### src/rtl/multicycle_control_if.sv
// Control-to-datapath bundle for the multi-cycle RV32I core: instruction and
// status inputs from the datapath, mux selects, enables and the memory request.
interface multicycle_control_if;
    logic [31:0] instr;
    logic        zero;
    logic        mem_ready;
    logic        mem_req;
    logic        mem_we;
    logic        ir_write;
    logic        pc_write;
    logic        reg_write;
    logic [1:0]  alu_src_a;
    logic [1:0]  alu_src_b;
    logic [1:0]  result_src;
    logic [1:0]  alu_op;
    logic [2:0]  funct3;
    logic [6:0]  funct7;

    // Control FSM side: drives selects and enables, reads instr/flags.
    modport master (
        input  instr, zero, mem_ready,
        output mem_req, mem_we, ir_write, pc_write, reg_write,
               alu_src_a, alu_src_b, result_src, alu_op, funct3, funct7
    );

    // Datapath side.
    modport slave (
        output instr, zero, mem_ready,
        input  mem_req, mem_we, ir_write, pc_write, reg_write,
               alu_src_a, alu_src_b, result_src, alu_op, funct3, funct7
    );
endinterface

### src/rtl/multicycle_control.sv
// Multi-cycle control FSM for a shared-memory RV32I datapath. Sequences each
// instruction through fetch/decode/execute/memory/writeback, Moore-decodes
// every datapath control, flags illegal opcodes and counts retirements.
module multicycle_control #(
    parameter bit TRAP_HALT = 1'b1,
    parameter int CNT_W     = 32
) (
    input  logic                 clk,
    input  logic                 rst_n,
    multicycle_control_if.master bus,
    output logic                 o_illegal,
    output logic [CNT_W-1:0]     o_instret
);

    typedef enum logic [3:0] {
        S_FETCH  = 4'd0,
        S_DECODE = 4'd1,
        S_MEMADR = 4'd2,
        S_MEMRD  = 4'd3,
        S_MEMWB  = 4'd4,
        S_MEMWR  = 4'd5,
        S_EXEC_R = 4'd6,
        S_EXEC_I = 4'd7,
        S_ALUWB  = 4'd8,
        S_BRANCH = 4'd9,
        S_JAL    = 4'd10,
        S_JALR   = 4'd11,
        S_LUI    = 4'd12,
        S_AUIPC  = 4'd13,
        S_IDLE   = 4'd14,
        S_TRAP   = 4'd15
    } state_t;

    localparam logic [6:0] OP_LOAD   = 7'b0000011;
    localparam logic [6:0] OP_STORE  = 7'b0100011;
    localparam logic [6:0] OP_R      = 7'b0110011;
    localparam logic [6:0] OP_I      = 7'b0010011;
    localparam logic [6:0] OP_BRANCH = 7'b1100011;
    localparam logic [6:0] OP_JAL    = 7'b1101111;
    localparam logic [6:0] OP_JALR   = 7'b1100111;
    localparam logic [6:0] OP_LUI    = 7'b0110111;
    localparam logic [6:0] OP_AUIPC  = 7'b0010111;

    state_t           r_state;
    state_t           w_next;
    logic             r_illegal;
    logic [CNT_W-1:0] r_instret;
    logic             w_retire;

    logic       w_mem_req, w_mem_we, w_ir_write, w_pc_write, w_reg_write;
    logic [1:0] w_alu_src_a, w_alu_src_b, w_result_src, w_alu_op;
    logic [2:0] w_funct3;
    logic [6:0] w_funct7;

    // Register fields the controller never inspects (rd, rs1, rs2).
    logic w_unused_instr;
    assign w_unused_instr = ^{bus.instr[24:15], bus.instr[11:7]};

    // State register; reset parks the FSM in IDLE so mem_req drops at once.
    always_ff @(posedge clk or negedge rst_n) begin
        // NOTE: sequential state uses non-blocking assignments so every
        // register samples pre-edge values regardless of block ordering.
        if (!rst_n) r_state <= S_IDLE;
        else        r_state <= w_next;
    end

    // Next-state decode; mem_ready only matters in the three memory states.
    always_comb begin
        // NOTE: default first so every path assigns w_next and no latch forms.
        w_next = r_state;
        unique case (r_state)
            S_IDLE:   w_next = S_FETCH;
            S_FETCH:  if (bus.mem_ready) w_next = S_DECODE;
            S_DECODE: begin
                unique case (bus.instr[6:0])
                    OP_LOAD, OP_STORE: w_next = S_MEMADR;
                    OP_R:              w_next = S_EXEC_R;
                    OP_I:              w_next = S_EXEC_I;
                    OP_BRANCH:         w_next = S_BRANCH;
                    OP_JAL:            w_next = S_JAL;
                    OP_JALR:           w_next = S_JALR;
                    OP_LUI:            w_next = S_LUI;
                    OP_AUIPC:          w_next = S_AUIPC;
                    default:           w_next = S_TRAP;
                endcase
            end
            // Loads and stores differ only in opcode bit 5.
            S_MEMADR: w_next = bus.instr[5] ? S_MEMWR : S_MEMRD;
            S_MEMRD:  if (bus.mem_ready) w_next = S_MEMWB;
            S_MEMWR:  if (bus.mem_ready) w_next = S_FETCH;
            S_EXEC_R,
            S_EXEC_I: w_next = S_ALUWB;
            S_MEMWB, S_ALUWB, S_BRANCH, S_JAL,
            S_JALR, S_LUI, S_AUIPC: w_next = S_FETCH;
            S_TRAP:   w_next = TRAP_HALT ? S_TRAP : S_FETCH;
            default:  w_next = S_IDLE;
        endcase
    end

    // Moore output decode; FETCH/BRANCH enables also qualify on mem_ready/zero.
    always_comb begin
        w_mem_req    = 1'b0;
        w_mem_we     = 1'b0;
        w_ir_write   = 1'b0;
        w_pc_write   = 1'b0;
        w_reg_write  = 1'b0;
        w_alu_src_a  = 2'b00;
        w_alu_src_b  = 2'b00;
        w_result_src = 2'b00;
        w_alu_op     = 2'b00;
        w_funct3     = 3'b000;
        w_funct7     = 7'b0000000;
        unique case (r_state)
            S_FETCH: begin
                w_mem_req    = 1'b1;
                w_alu_src_b  = 2'b10;
                w_result_src = 2'b10;
                w_ir_write   = bus.mem_ready;
                w_pc_write   = bus.mem_ready;
            end
            S_DECODE: begin
                // Branch target oldPC+imm lands in ALUOut ahead of BRANCH.
                w_alu_src_a = 2'b01;
                w_alu_src_b = 2'b01;
            end
            S_MEMADR: begin
                w_alu_src_a = 2'b10;
                w_alu_src_b = 2'b01;
            end
            S_MEMRD: w_mem_req = 1'b1;
            S_MEMWB: begin
                w_reg_write  = 1'b1;
                w_result_src = 2'b01;
            end
            S_MEMWR: begin
                w_mem_req = 1'b1;
                w_mem_we  = 1'b1;
            end
            S_EXEC_R: begin
                w_alu_src_a = 2'b10;
                w_alu_op    = 2'b10;
                w_funct3    = bus.instr[14:12];
                w_funct7    = bus.instr[31:25];
            end
            S_EXEC_I: begin
                w_alu_src_a = 2'b10;
                w_alu_src_b = 2'b01;
                w_alu_op    = 2'b10;
                w_funct3    = bus.instr[14:12];
                // Only shifts carry a funct7 bit; ADDI imm[10] must not mean SUB.
                if (bus.instr[14:12] == 3'b101)
                    w_funct7 = {1'b0, bus.instr[30], 5'b00000};
            end
            S_ALUWB: w_reg_write = 1'b1;
            S_BRANCH: begin
                w_alu_src_a = 2'b10;
                w_alu_op    = 2'b01;
                w_funct3    = bus.instr[14:12];
                // ALU returns 1 for a true condition, so taken means not zero.
                w_pc_write  = ~bus.zero;
            end
            S_JAL, S_JALR: begin
                // rd = oldPC+4; the datapath jump select picks the PC target.
                w_alu_src_a  = 2'b01;
                w_alu_src_b  = 2'b10;
                w_reg_write  = 1'b1;
                w_result_src = 2'b10;
                w_pc_write   = 1'b1;
            end
            S_LUI: begin
                w_alu_src_b  = 2'b01;
                w_reg_write  = 1'b1;
                w_result_src = 2'b10;
            end
            S_AUIPC: begin
                w_alu_src_a  = 2'b01;
                w_alu_src_b  = 2'b01;
                w_reg_write  = 1'b1;
                w_result_src = 2'b10;
            end
            default: ;
        endcase
    end

    assign w_retire = (r_state == S_MEMWB)  || (r_state == S_MEMWR && bus.mem_ready) ||
                      (r_state == S_ALUWB)  || (r_state == S_BRANCH) ||
                      (r_state == S_JAL)    || (r_state == S_JALR)   ||
                      (r_state == S_LUI)    || (r_state == S_AUIPC);

    // Sticky illegal flag, raised on entry so it is visible in the TRAP cycle.
    always_ff @(posedge clk or negedge rst_n) begin
        if (!rst_n)                r_illegal <= 1'b0;
        else if (w_next == S_TRAP) r_illegal <= 1'b1;
    end

    // Retired-instruction counter; wraps naturally at all-ones.
    always_ff @(posedge clk or negedge rst_n) begin
        if (!rst_n)        r_instret <= '0;
        else if (w_retire) r_instret <= r_instret + CNT_W'(1);
    end

    assign bus.mem_req    = w_mem_req;
    assign bus.mem_we     = w_mem_we;
    assign bus.ir_write   = w_ir_write;
    assign bus.pc_write   = w_pc_write;
    assign bus.reg_write  = w_reg_write;
    assign bus.alu_src_a  = w_alu_src_a;
    assign bus.alu_src_b  = w_alu_src_b;
    assign bus.result_src = w_result_src;
    assign bus.alu_op     = w_alu_op;
    assign bus.funct3     = w_funct3;
    assign bus.funct7     = w_funct7;
    assign o_illegal      = r_illegal;
    assign o_instret      = r_instret;

endmodule

### src/flat_wrapper.sv
// flat-port wrapper written by rule: the top's interface ports become plain ports
module multicycle_control_flat 
#(
    parameter bit TRAP_HALT = 1'b1,
    parameter int CNT_W     = 32
)
  (clk, rst_n, o_illegal, o_instret, bus_instr, bus_zero, bus_mem_ready, bus_mem_req, bus_mem_we, bus_ir_write, bus_pc_write, bus_reg_write, bus_alu_src_a, bus_alu_src_b, bus_result_src, bus_alu_op, bus_funct3, bus_funct7);
  multicycle_control_if bus_i ();
  input  logic clk;
  input  logic rst_n;
  output logic o_illegal;
  output logic [CNT_W-1:0] o_instret;
  input wire logic [$bits(bus_i.instr)-1:0] bus_instr;
  input wire logic [$bits(bus_i.zero)-1:0] bus_zero;
  input wire logic [$bits(bus_i.mem_ready)-1:0] bus_mem_ready;
  output wire logic [$bits(bus_i.mem_req)-1:0] bus_mem_req;
  output wire logic [$bits(bus_i.mem_we)-1:0] bus_mem_we;
  output wire logic [$bits(bus_i.ir_write)-1:0] bus_ir_write;
  output wire logic [$bits(bus_i.pc_write)-1:0] bus_pc_write;
  output wire logic [$bits(bus_i.reg_write)-1:0] bus_reg_write;
  output wire logic [$bits(bus_i.alu_src_a)-1:0] bus_alu_src_a;
  output wire logic [$bits(bus_i.alu_src_b)-1:0] bus_alu_src_b;
  output wire logic [$bits(bus_i.result_src)-1:0] bus_result_src;
  output wire logic [$bits(bus_i.alu_op)-1:0] bus_alu_op;
  output wire logic [$bits(bus_i.funct3)-1:0] bus_funct3;
  output wire logic [$bits(bus_i.funct7)-1:0] bus_funct7;
  assign bus_i.instr = bus_instr;
  assign bus_i.zero = bus_zero;
  assign bus_i.mem_ready = bus_mem_ready;
  assign bus_mem_req = bus_i.mem_req;
  assign bus_mem_we = bus_i.mem_we;
  assign bus_ir_write = bus_i.ir_write;
  assign bus_pc_write = bus_i.pc_write;
  assign bus_reg_write = bus_i.reg_write;
  assign bus_alu_src_a = bus_i.alu_src_a;
  assign bus_alu_src_b = bus_i.alu_src_b;
  assign bus_result_src = bus_i.result_src;
  assign bus_alu_op = bus_i.alu_op;
  assign bus_funct3 = bus_i.funct3;
  assign bus_funct7 = bus_i.funct7;
  multicycle_control #(.TRAP_HALT(TRAP_HALT), .CNT_W(CNT_W)) u_core (.clk(clk), .rst_n(rst_n), .bus(bus_i), .o_illegal(o_illegal), .o_instret(o_instret));
endmodule
### config.mk
export PLATFORM = sky130hd
export DESIGN_NAME = multicycle_control_flat
export DESIGN_NICKNAME = d
export VERILOG_FILES = /design/src/rtl/multicycle_control_if.sv /design/src/rtl/multicycle_control.sv /design/src/flat_wrapper.sv
export SDC_FILE = /design/constraint.sdc
export NUM_CORES = 1
export LEC_CHECK = 0
export CAP_MARGIN = 20
export CORE_UTILIZATION = 43
export DETAILED_ROUTE_END_ITERATION = 10
export GPL_ROUTABILITY_DRIVEN = 1
export PLACE_DENSITY = 0.8
export RECOVER_POWER = 50
export SLEW_MARGIN = 0
export SYNTH_ARGS = -nofsm -noshare
export SYNTH_HDL_FRONTEND = slang
export SYNTH_SLANG_ARGS = --single-unit
### constraint.sdc
create_clock -name clk -period 2.8 [get_ports clk]
set_input_delay 0.56 -clock clk [delete_from_list [all_inputs] [get_ports clk]]
set_output_delay 0.56 -clock clk [all_outputs]
set_load 0.005 [all_outputs]
* After elaboration in Yosys (flattened, before gate mapping)
Cells that the tools add are included.
W data, S select, Z words.
** Word-level totals
- Output and inout port bits :: 56
- Logic and storage cells :: 70
- Register bits after elaboration :: 37
- Input bits :: 36
** Cells by class
- Bitwise operators :: 1
- Add/subtract/negate cells :: 1
- Equal/unequal tests :: 26
- Reductions and logical operators :: 21
- Muxes and demuxes :: 18
** Operators by type and width (count)
- $pmux W4 S8 :: 2
- $eq A4 B4 Y1 const B :: 9
- $add A32 B1 Y32 const B :: 1
- $eq A7 B6 Y1 const B :: 3
- $eq A7 B7 Y1 const B :: 3
- $eq A4 B3 Y1 const B :: 4
- $pmux W2 S2 :: 4
- $eq A7 B5 Y1 const B :: 2
- $pmux W7 S2 :: 1
- $mux W4 :: 3
- $reduce_or A5 Y1 :: 2
- $reduce_or A3 Y1 :: 3
- $eq A4 B2 Y1 const B :: 2
- $reduce_or A4 Y1 :: 2
- $reduce_or A8 Y1 :: 1
- $eq A7 B2 Y1 const B :: 1
- $logic_or A1 B1 Y1 :: 7
- $mux W3 :: 2
- $mux W6 :: 1
- $reduce_or A2 Y1 :: 3
- $reduce_or A6 Y1 :: 1
- $eq A4 B1 Y1 const B :: 1
- $logic_not A4 Y1 :: 1
- $mux W1 :: 4
- 4 further kinds :: 4

* Longest topological paths before layout
Gate-level depths: netlist of the first run.
- Depth after elaboration :: 9
- Mapped depth :: 7
- Depth with buffers taken out :: 6

* Least setup slack after synthesis of the first run
Ideal clock, no wire load.
- Kind :: register to output
- From :: reg u_core.r_state[1]
- To :: out bus_funct7[0]
- Arrival :: 1.615 ns
- Slack :: 0.625 ns
- Path buffers :: 2
- Cell stages (with the launch flop) :: 6
- Data required time :: 2.240 ns
- Path through :: dfstp_2 clkbuf_1 clkbuf_1 and2_1 nor2b_1 and2_1
** Between the ends
- Cells in the longest elaborated chain, start to end :: 2
- Elaborated cells between the ends (all ways) :: 3
- Classes of those cells :: eq/ne (2); mux (1)
** Ends and longest elaborated chain
- from (decl) :: line multicycle_control.sv:44 : state_t r_state;
- from (signal assigned) :: line multicycle_control.sv:64 : else r_state <= w_next;
- $eq A4 B3 Y1 :: line multicycle_control.sv:113 : unique case (r_state)
- $pmux W7 S2 * :: line multicycle_control.sv:113
- to (decl) :: line flat_wrapper.sv:26 : output wire logic [$bits(bus_i.funct7)-1:0] bus_funct7;
Mark *: on every way between the ends. The rest lies on a longest branch, timed or not.

* Worst setup path after layout of the first run
- From :: in bus_mem_ready
- To :: out bus_ir_write
** Between the ends
- Cells in the longest elaborated chain, start to end :: 1
** Ends and longest elaborated chain
- from (decl) :: line flat_wrapper.sv:15 : input wire logic [$bits(bus_i.mem_ready)-1:0] bus_mem_ready;
- $mux W1 :: line multicycle_control.sv:113
- to (decl) :: line flat_wrapper.sv:18 : output wire logic [$bits(bus_i.ir_write)-1:0] bus_ir_write;
Every way passes these cells.

==> results.sh, run 1 <==
export IMPL_min_from="u_core.o_instret[31]"
export IMPL_p_leak_nw=1.36
export IMPL_worstPathMaxFanout=8
export IMPL_rows=26
export IMPL_grt_pass1_vias=1812
export IMPL_ir_drop_uv=420
export IMPL_drt_total_wl_um=5260
export IMPL_maxCapViolations=0
export IMPL_r2r_setup_slack_ns=0.87
export IMPL_hp_class="reg -> reg"
export IMPL_worst_pin_slew_ns=0.891
export IMPL_async_reset_ff_frac=1.00
export IMPL_cp_slowest_cell="clkdlybuf4s50_1"
export IMPL_start_util=0.446
export IMPL_clk_latency_ns=0.29
export IMPL_dp_hpwl_um=3880
export IMPL_post_cts_setup_buffers=0
export IMPL_wl_per_cell_um=13.5
export IMPL_place_area_um2=3110
export IMPL_powerDensity_nw_per_um2=689
export IMPL_via_per_inst=5.25
export IMPL_synth_edf_count=0
export IMPL_nNetsFinal=356
export IMPL_yosys_top_cells_count="dfrtp_1 (34), nand2_1 (23), xor2_1 (18), nor2_1 (15), xnor2_1 (14)"
export IMPL_hold_viol=0
export IMPL_syn_nets=278
export IMPL_drive_above_1_share=0.119
export IMPL_crit_chain="clkdlybuf4s50_1, clkbuf_1, nor4b_1, clkdlybuf4s50_1"
export IMPL_status="completed"
export IMPL_synth_distinct_cells=49
export IMPL_report_final_slew_viol_count=0
export IMPL_gp_congestion=0.858
export IMPL_tns_ns=0
export IMPL_max_freq_ghz=0.369
export IMPL_nFillCells=447
export IMPL_critical_path_class="in -> out"
export IMPL_antenna_found_initial=0
export IMPL_whs_path_depth=1
export IMPL_finalCriticalPeriod_ns=2.71
export IMPL_cts_buffers=5
export IMPL_grt_overflow=0
export IMPL_die_area_um2=5550
export IMPL_io_pins=92
export IMPL_end_kind="output pin"
export IMPL_cts_clk_slew_worst_paths_ns=0.07
export IMPL_r2r_start="u_core.r_state[2]"
export IMPL_die_h_um=74.5
export IMPL_critical_path_max_stage_delay_ns=0.56
export IMPL_cp_required_ns=2.24
export IMPL_min_to="u_core.o_instret[31]"
export IMPL_fin_cells=390
export IMPL_final_area_um2=3220
export IMPL_clock_sink_count=37
export IMPL_drtAntennaViolNets=0
export IMPL_yosys_register_bits=37
export IMPL_die_w_um=74.5
export IMPL_synth_area_leaders="dfrtp_1 (38%), xor2_1 (7.0%), xnor2_1 (5.4%)"
export IMPL_syn_avg_cell_area_um2=9.38
export IMPL_first_pass_iters=4
export IMPL_syn_inst=241
export IMPL_dp_cells=382
export IMPL_r2r_cells=5
export IMPL_yosys_warnings=0
export IMPL_whs_ns=0.465
export IMPL_cp_start_kind="input port"
export IMPL_grt_usage=0.196
export IMPL_yosysMostFrequentCell="dfrtp_1"
export IMPL_grt_max_degree=38
export IMPL_antenna_cells=0
export IMPL_ys_flop_type="dfrtp_1"
export IMPL_grt_pass1_wl_um=8220
export IMPL_port_buffers=76
export IMPL_route_detailed_drc=0
export IMPL_clock_root_buffer="clkbuf_8"
export IMPL_seq_area_frac_synth=0.411
export IMPL_synth_area_leader_cell="dfrtp_1"
export IMPL_crit_path_frequent_cell="clkdlybuf4s50_1"
export IMPL_arrival_ns=2.15
export IMPL_fin_crit_sh=0.968
export IMPL_coreArea_um2=5070
export IMPL_postCtsHoldBufs=0
export IMPL_area_growth_pct=42.5
export IMPL_cts_tree="built"
export IMPL_fin_skew_ns=0.00675
export IMPL_finalSetupViolations=0
export IMPL_regToRegEndpoint="u_core.o_instret[31]"
export IMPL_cts_buffer_depth=2
export IMPL_synth_top_area_share=0.376
export IMPL_vias=2049
export IMPL_htreeDepth=2
export IMPL_startpoint="bus_mem_ready"
export IMPL_relSlewSlack=0.406
export IMPL_synth_area_um2=2260
export IMPL_drtIter0Drc=147
power by group:
group	switching [mW]	internal, mW
Combinational	0.469	0.520
Sequential	0.130	0.623
Clock	0.189	0.290
Total	0.787	1.43
timing repair:
item                                    in CTS  in global routing
endpoints found under the setup margin       2                 10
gates resized for setup                      2                  4
endpoints found under the hold margin        0                  0
state kept, by name, indices dropped and copies added, names as in the netlist:
name,flops
u_core.o_instret,32
u_core.r_state,4
u_core.o_illegal,1
metal layers:
metal,routed length (um),up-vias,global-route usage
li1,-,1008,-
met1,2370,974,0.246
met2,2460,60,0.315
met3,364,7,0.0556
met4,73,0,0.0818
met5,0,-,0
worst max path at each step:
| stage | endpoint | slack, ns | cells past startpoint |
|---|---|---|---|
| 5_1_grt | bus_funct7[1] | -0.002 | 4 |
| 3_3_place_gp | bus_pc_write | -0.01 | 4 |
| 4_1_cts | bus_funct7[1] | 0.04 | 4 |
| 6_report | bus_ir_write | 0.09 | 4 |
| 2_1_floorplan | bus_funct7[0] | 0.63 | 5 |
| 3_5_place_dp | bus_pc_write | -0.02 | 4 |
area by class of cell:
type	instances	area, um^2	share of cell area
Multi-Input combinational cell	185	1250	0.389
Sequential cell	37	933	0.290
Timing Repair Buffer	83	806	0.250
Tap cell	70	87.6	0.0272
Clock buffer	7	86.3	0.0268
Clock inverter	1	30.0	0.00932
Inverter	7	26.3	0.00816
cells in the final DEF, fill, tap and decap left out, drive strengths merged, types with 5 or more instances in the layout:
cell,instances
clkdlybuf4s50,51
dfrtp,34
dlygate4sd3,24
nand2,23
xor2,18
nor3,17
nor2,15
xnor2,14
nand3,14
nor2b,10
nand4,10
o21ai,9
a21oi,9
clkbuf,9
and2,7
inv,7
buf,5
nand2b,5
metrics by stage:
stage                     setup slack [ns]  power (mW)   util
after floorplan                      0.625        1.26      -
after global placement             -0.0146        1.73  0.612
after detailed placement           -0.0158        1.74  0.612
after CTS                           0.0420        2.22  0.635
after global routing              -0.00175        2.36  0.635
final                               0.0883        2.22  0.635
critical path: cells and delay by family:
family | cells | cell delay [ns]
simple gates | 1 | 0.30
buf+inv | 3 | 1.29
cells by family after synthesis:
kind of cell,share of synthesized area
compound gates,0.0980
xor+xnor,0.124
fa+ha+maj,0.00553
buf+inv,0.0365
flops,0.411
mux,0.00941
simple gates,0.315
Note: power is estimated with default switching activity, not from simulation.
==> inputs of run 2 (changes only) <==
CORE_ASPECT_RATIO = 1.2   (was unset)
==> run 2 against run 1 <==
Sequential power is 2% lower. Clock power is 25% lower. Critical path depth is 1 lower. Die area hardly changed. Cell area is 2.1% lower. Wire length is 0.67% lower. Clock-buffer cell count stayed put. Critical endpoint is now bus_pc_write. Largest power group unchanged.
==> results.sh, run 2 (synthesis results as in run 1) <==
export IMPL_status="completed"
export IMPL_cts_buffer_depth=2
export IMPL_die_w_um=68.2
export IMPL_cp_slowest_cell="or4b_2"
export IMPL_drt_total_wl_um=5230
export IMPL_vias=2035
export IMPL_finalCriticalPeriod_ns=2.65
export IMPL_max_freq_ghz=0.378
export IMPL_fin_skew_ns=0.00462
export IMPL_cts_buffers=5
export IMPL_arrival_ns=2.09
export IMPL_ir_drop_uv=364
export IMPL_startpoint="u_core.r_state[1]"
export IMPL_port_buffers=76
export IMPL_critical_path_max_stage_delay_ns=0.67
export IMPL_clock_sink_count=37
export IMPL_r2r_start="u_core.r_state[3]"
export IMPL_report_final_slew_viol_count=0
export IMPL_gp_congestion=0.824
export IMPL_regToRegEndpoint="u_core.o_instret[15]"
export IMPL_seqPwrFrac=0.353
export IMPL_whs_path_depth=1
export IMPL_hold_viol=0
export IMPL_die_area_um2=5550
export IMPL_fin_util=0.630
export IMPL_grt_pass1_wl_um=8200
export IMPL_wl_per_cell_um=13.8
export IMPL_clkPwrFrac=0.170
export IMPL_comb_power_share=0.477
export IMPL_grt_usage=0.196
export IMPL_grt_overflow=0
export IMPL_htreeDepth=2
export IMPL_fin_cells=380
export IMPL_end_kind="output pin"
export IMPL_crit_chain="or4b_2, a21oi_1, clkdlybuf4s50_1"
export IMPL_worstPathMaxFanout=15
export IMPL_cp_num_buf_inv=1
export IMPL_rsz0062_at_grt="false"
export IMPL_drtAntennaViolNets=0
export IMPL_drive_above_1_share=0.109
export IMPL_dp_cells=371
export IMPL_layout_common_cells="clkdlybuf4s50_1 (59), dfrtp_1 (34), nand2_1 (23)"
export IMPL_critical_path_class="reg -> out"
export IMPL_via_per_inst=5.36
export IMPL_area_growth_pct=39.6
export IMPL_fin_crit_sh=0.946
export IMPL_final_common_cell="clkdlybuf4s50_1"
export IMPL_antenna_cells=0
export IMPL_route_detailed_drc=0
export IMPL_nNetsFinal=356
export IMPL_dp_hpwl_um=3870
export IMPL_grt_pass1_vias=1772
export IMPL_p_leak_nw=1.32
export IMPL_r2r_cells=5
export IMPL_worst_pin_slew_ns=1.24
export IMPL_finalSetupViolations=0
export IMPL_cp_required_ns=2.24
export IMPL_switchingPower_mw=0.766
export IMPL_postCtsHoldBufs=0
export IMPL_powerDensity_nw_per_um2=666
export IMPL_grt_max_degree=38
export IMPL_crit_family="simple AND/OR/NAND/NOR gates"
export IMPL_io_pins=92
export IMPL_path_depth=3
export IMPL_switching_share=0.365
export IMPL_clk_latency_ns=0.29
export IMPL_coreArea_um2=5010
export IMPL_clock_root_buffer="clkbuf_8"
export IMPL_cp_start_kind="register"
export IMPL_r2r_setup_slack_ns=0.33
export IMPL_largest_reg_flops=32
export IMPL_cts_tree="built"
export IMPL_endpoint="bus_pc_write"
export IMPL_cts_clk_slew_worst_paths_ns=0.07
export IMPL_maxCapViolations=0
export IMPL_start_util=0.451
export IMPL_die_h_um=81.4
export IMPL_antenna_found_initial=0
export IMPL_tns_ns=0
export IMPL_first_pass_iters=4
export IMPL_rows=28
export IMPL_hp_class="reg -> reg"
export IMPL_drtIter0Drc=136
export IMPL_internal_power_mw=1.33
export IMPL_relSlewSlack=0.149
==> run 2: cell types whose count changed in the layout (fill, tap and decap cells not counted), sizes merged <==
cell           previous run  this run
buf                       5         6
bufinv                    1         0
clkdlybuf4s50            51        59
clkinv                    0         1
dlygate4sd2               1         0
dlygate4sd3              24        16
==> run 2: power groups by stage <==
stage / sequential [mW] / clock [mW] / combinational (mW)
2_1_floorplan: 0.697 / 0 / 0.563
3_3_place_gp: 0.753 / 0 / 0.966
3_5_place_dp: 0.757 / 0 / 0.978
4_1_cts: 0.748 / 0.367 / 0.985
5_1_grt: 0.759 / 0.389 / 1.10
6_report: 0.741 / 0.358 / 1.00
==> run 2: through the flow <==
stage               power, mW  area [um^2]  hold slack [ns]  setup slack (ns)
CTS                      2.10         3170            0.485            0.0209
global route             2.25         3160            0.518            0.0141
floorplan                1.26         2260            0.264             0.625
global placement         1.72         3090            0.461            -0.238
detailed placement       1.74         3090            0.466            -0.236
finish                   2.10         3160            0.479             0.151
==> run 2: cell type report <==
type | instances | area (um^2)
clock inverters | 1 | 5.00
repair buffers | 83 | 806
multi-input cells | 185 | 1240
well taps | 60 | 75.1
inverters | 7 | 26.3
flip-flops and latches | 37 | 930
clock buffers | 7 | 76.3
fillers | 467 | 1850
==> run 2: routing by layer <==
layer  part of all wire  vias up  GRT usage
li1                   -      994          -
met1               0.40      965      0.236
met2               0.50       71      0.328
met3              0.089        5     0.0583
met4              0.011        0     0.0625
met5                  0        -          0
==> run 2: how the worst min path moves through the flow <==
stage | startpoint | end | slack, ns
final | u_core.o_instret[31] | u_core.o_instret[31] | 0.48
after global routing | u_core.o_instret[31] | u_core.o_instret[31] | 0.52
after CTS | u_core.o_instret[31] | u_core.o_instret[31] | 0.49
after detailed placement | u_core.o_instret[31] | u_core.o_instret[31] | 0.47
after global placement | u_core.o_instret[31] | u_core.o_instret[31] | 0.46
after floorplan | rst_n | u_core.o_illegal | 0.26
==> run 2: what timing repair did <==
item | in CTS | in global routing
setup endpoints to repair | 6 | 12
buffers inserted | 0 | 1
gates resized for setup | 2 | 7
==> inputs of run 3 (changes only) <==
PLACE_DENSITY = 0.83   (was 0.8)
REMOVE_ABC_BUFFERS = 1   (was unset)
==> run 3 against run 2 <==
Combinational power about the same. First-iteration DRC count is 54% lower. Register-to-register slack better by 0.54 ns. Global-route usage up 0.71 points. Hold slack worse by 0.018 ns. Worst setup slack worse by 0.065 ns. Via count up 1.9%.
==> results.sh, run 3 (synthesis results as in run 1) <==
export IMPL_status="completed"
export IMPL_route_detailed_drc=0
export IMPL_powerDensity_nw_per_um2=677
export IMPL_comb_power_share=0.469
export IMPL_clock_root_buffer="clkbuf_8"
export IMPL_antenna_found_initial=0
export IMPL_gp_congestion=0.788
export IMPL_drt_total_wl_um=5430
export IMPL_hold_viol=0
export IMPL_place_area_um2=3100
export IMPL_max_freq_ghz=0.368
export IMPL_met2_usage=0.352
export IMPL_htreeDepth=2
export IMPL_worst_pin_slew_ns=0.917
export IMPL_cp_slowest_cell="clkdlybuf4s50_1"
export IMPL_grt_pass1_vias=1979
export IMPL_drive_above_1_share=0.125
export IMPL_critical_path_class="reg -> out"
export IMPL_largest_reg_flops=32
export IMPL_crit_family="buffers and inverters"
export IMPL_rsz0062_at_grt="false"
export IMPL_multi_input_area_um2=1260
export IMPL_via_per_inst=5.44
export IMPL_internal_power_mw=1.37
export IMPL_tns_ns=0
export IMPL_final_area_um2=3210
export IMPL_wl_per_cell_um=14.3
export IMPL_io_pins=92
export IMPL_dp_hpwl_um=4020
export IMPL_die_area_um2=5550
export IMPL_cts_resized=1
export IMPL_switchingPower_mw=0.798
export IMPL_finalPower_mw=2.17
export IMPL_grt_usage=0.203
export IMPL_clkPwrFrac=0.193
export IMPL_cp_required_ns=2.24
export IMPL_post_cts_setup_buffers=0
export IMPL_seqCellArea_um2=930
export IMPL_drtIter0Drc=63
export IMPL_antenna_cells=0
export IMPL_grtUsageMet3=0.0375
export IMPL_start_util=0.451
export IMPL_end_kind="output pin"
export IMPL_clk_latency_ns=0.29
export IMPL_coreArea_um2=5010
export IMPL_finalSetupViolations=0
export IMPL_cts_buffers=5
export IMPL_cp_start_kind="register"
export IMPL_fin_crit_sh=0.969
export IMPL_worstPathMaxFanout=12
export IMPL_nNetsFinal=357
export IMPL_clock_sink_count=37
export IMPL_nFillCells=434
export IMPL_arrival_ns=2.15
export IMPL_die_w_um=68.2
export IMPL_die_h_um=81.4
export IMPL_grt_max_degree=38
export IMPL_rows=28
export IMPL_fin_skew_ns=0.00983
export IMPL_cts_clk_slew_worst_paths_ns=0.08
export IMPL_port_buffers=76
export IMPL_ir_drop_uv=356
export IMPL_vias=2073
export IMPL_maxCapViolations=0
export IMPL_gr_usage_met1=0.246
export IMPL_final_common_cell="clkdlybuf4s50_1"
export IMPL_switching_share=0.367
export IMPL_critical_path_max_stage_delay_ns=0.56
export IMPL_cts_buffer_depth=2
export IMPL_seqPwrFrac=0.338
export IMPL_crit_chain="buf_4, or2_2, nor4b_1, clkdlybuf4s50_1"
export IMPL_cp_num_buf_inv=2
export IMPL_grt_pass1_wl_um=8660
export IMPL_hp_class="reg -> reg"
export IMPL_p_leak_nw=1.37
export IMPL_grt_busiest_layer="met2"
export IMPL_layout_common_cells="clkdlybuf4s50_1 (49), dfrtp_1 (34), dlygate4sd3_1 (26)"
export IMPL_area_growth_pct=42.0
export IMPL_finalCriticalPeriod_ns=2.71
export IMPL_grt_overflow=0
export IMPL_cts_tree="built"
export IMPL_relSlewSlack=0.389
export IMPL_report_final_slew_viol_count=0
export IMPL_drtAntennaViolNets=0
export IMPL_postCtsHoldBufs=0
export IMPL_first_pass_iters=4
## run 3: changes by cell type in the layout (fill, tap and decap cells not counted), sizes merged
cell,change
clkinv,-1
inv,+1
dlygate4sd2,+1
clkdlybuf4s50,-10
dlygate4sd3,+10
## run 3: per-layer routing
metal,vias to the layer above,share of wire,wire (um)
met1,997,0.42,2280
met3,6,0.056,306
met5,-,0,0
met4,0,0.010,55
li1,1006,-,-
met2,64,0.51,2790
## run 3: per-stage QoR
stage | worst slack [ns] | std cells | util | hold WS, ns
6_report | 0.0863 | 381 | 0.641 | 0.461
5_1_grt | 0.0132 | 381 | 0.641 | 0.485
4_1_cts | 0.0237 | 381 | 0.640 | 0.470
3_5_place_dp | -0.0289 | 373 | 0.619 | 0.456
3_3_place_gp | -0.0233 | 373 | 0.619 | 0.457
2_1_floorplan | 0.783 | 229 | - | 0.264
## run 3: final cells by class
class                   instances  area share
clock buffers                   7      0.0300
flip-flops and latches         37       0.290
multi-input cells             185       0.393
well taps                      60      0.0234
inverters                       7     0.00818
clock inverters                 1     0.00273
repair buffers                 84       0.253
## run 3: path summary, 6_finish.rpt
| path | from | endpoint | slack [ns] | depth (start not counted) |
|---|---|---|---|---|
| hold / removal | u_core.o_instret[31] | u_core.o_instret[31] | 0.46 | 1 |
| min in group asynchronous | rst_n | u_core.o_instret[29] | 0.92 | 2 |
| setup reg to reg | u_core.r_state[2] | u_core.o_instret[12] | 0.87 | 5 |
| max in group asynchronous | rst_n | u_core.o_illegal | 1.30 | 2 |
| setup / recovery | u_core.r_state[3] | bus_ir_write | 0.09 | 4 |
| hold reg to reg | u_core.o_instret[31] | u_core.o_instret[31] | 0.46 | 1 |
## run 3: power by group through the flow
stage / Clock [mW] / Combinational, mW / Sequential, mW
global placement: 0 / 1.00 / 0.736
finish: 0.419 / 1.02 / 0.735
global route: 0.441 / 1.11 / 0.749
floorplan: 0 / 0.436 / 0.786
CTS: 0.422 / 1.02 / 0.735
detailed placement: 0 / 1.02 / 0.743
## run 3: worst register-to-register path: cells and delay by family, from the launching register on
kind	cells	cell delay [ns]
AOI/OAI and AO/OA	1	0.18
and+or+nand+nor	2	0.68
xor gates and xnor gates	1	0.15
DFF	1	0.58
buffers and inverters	1	0.23
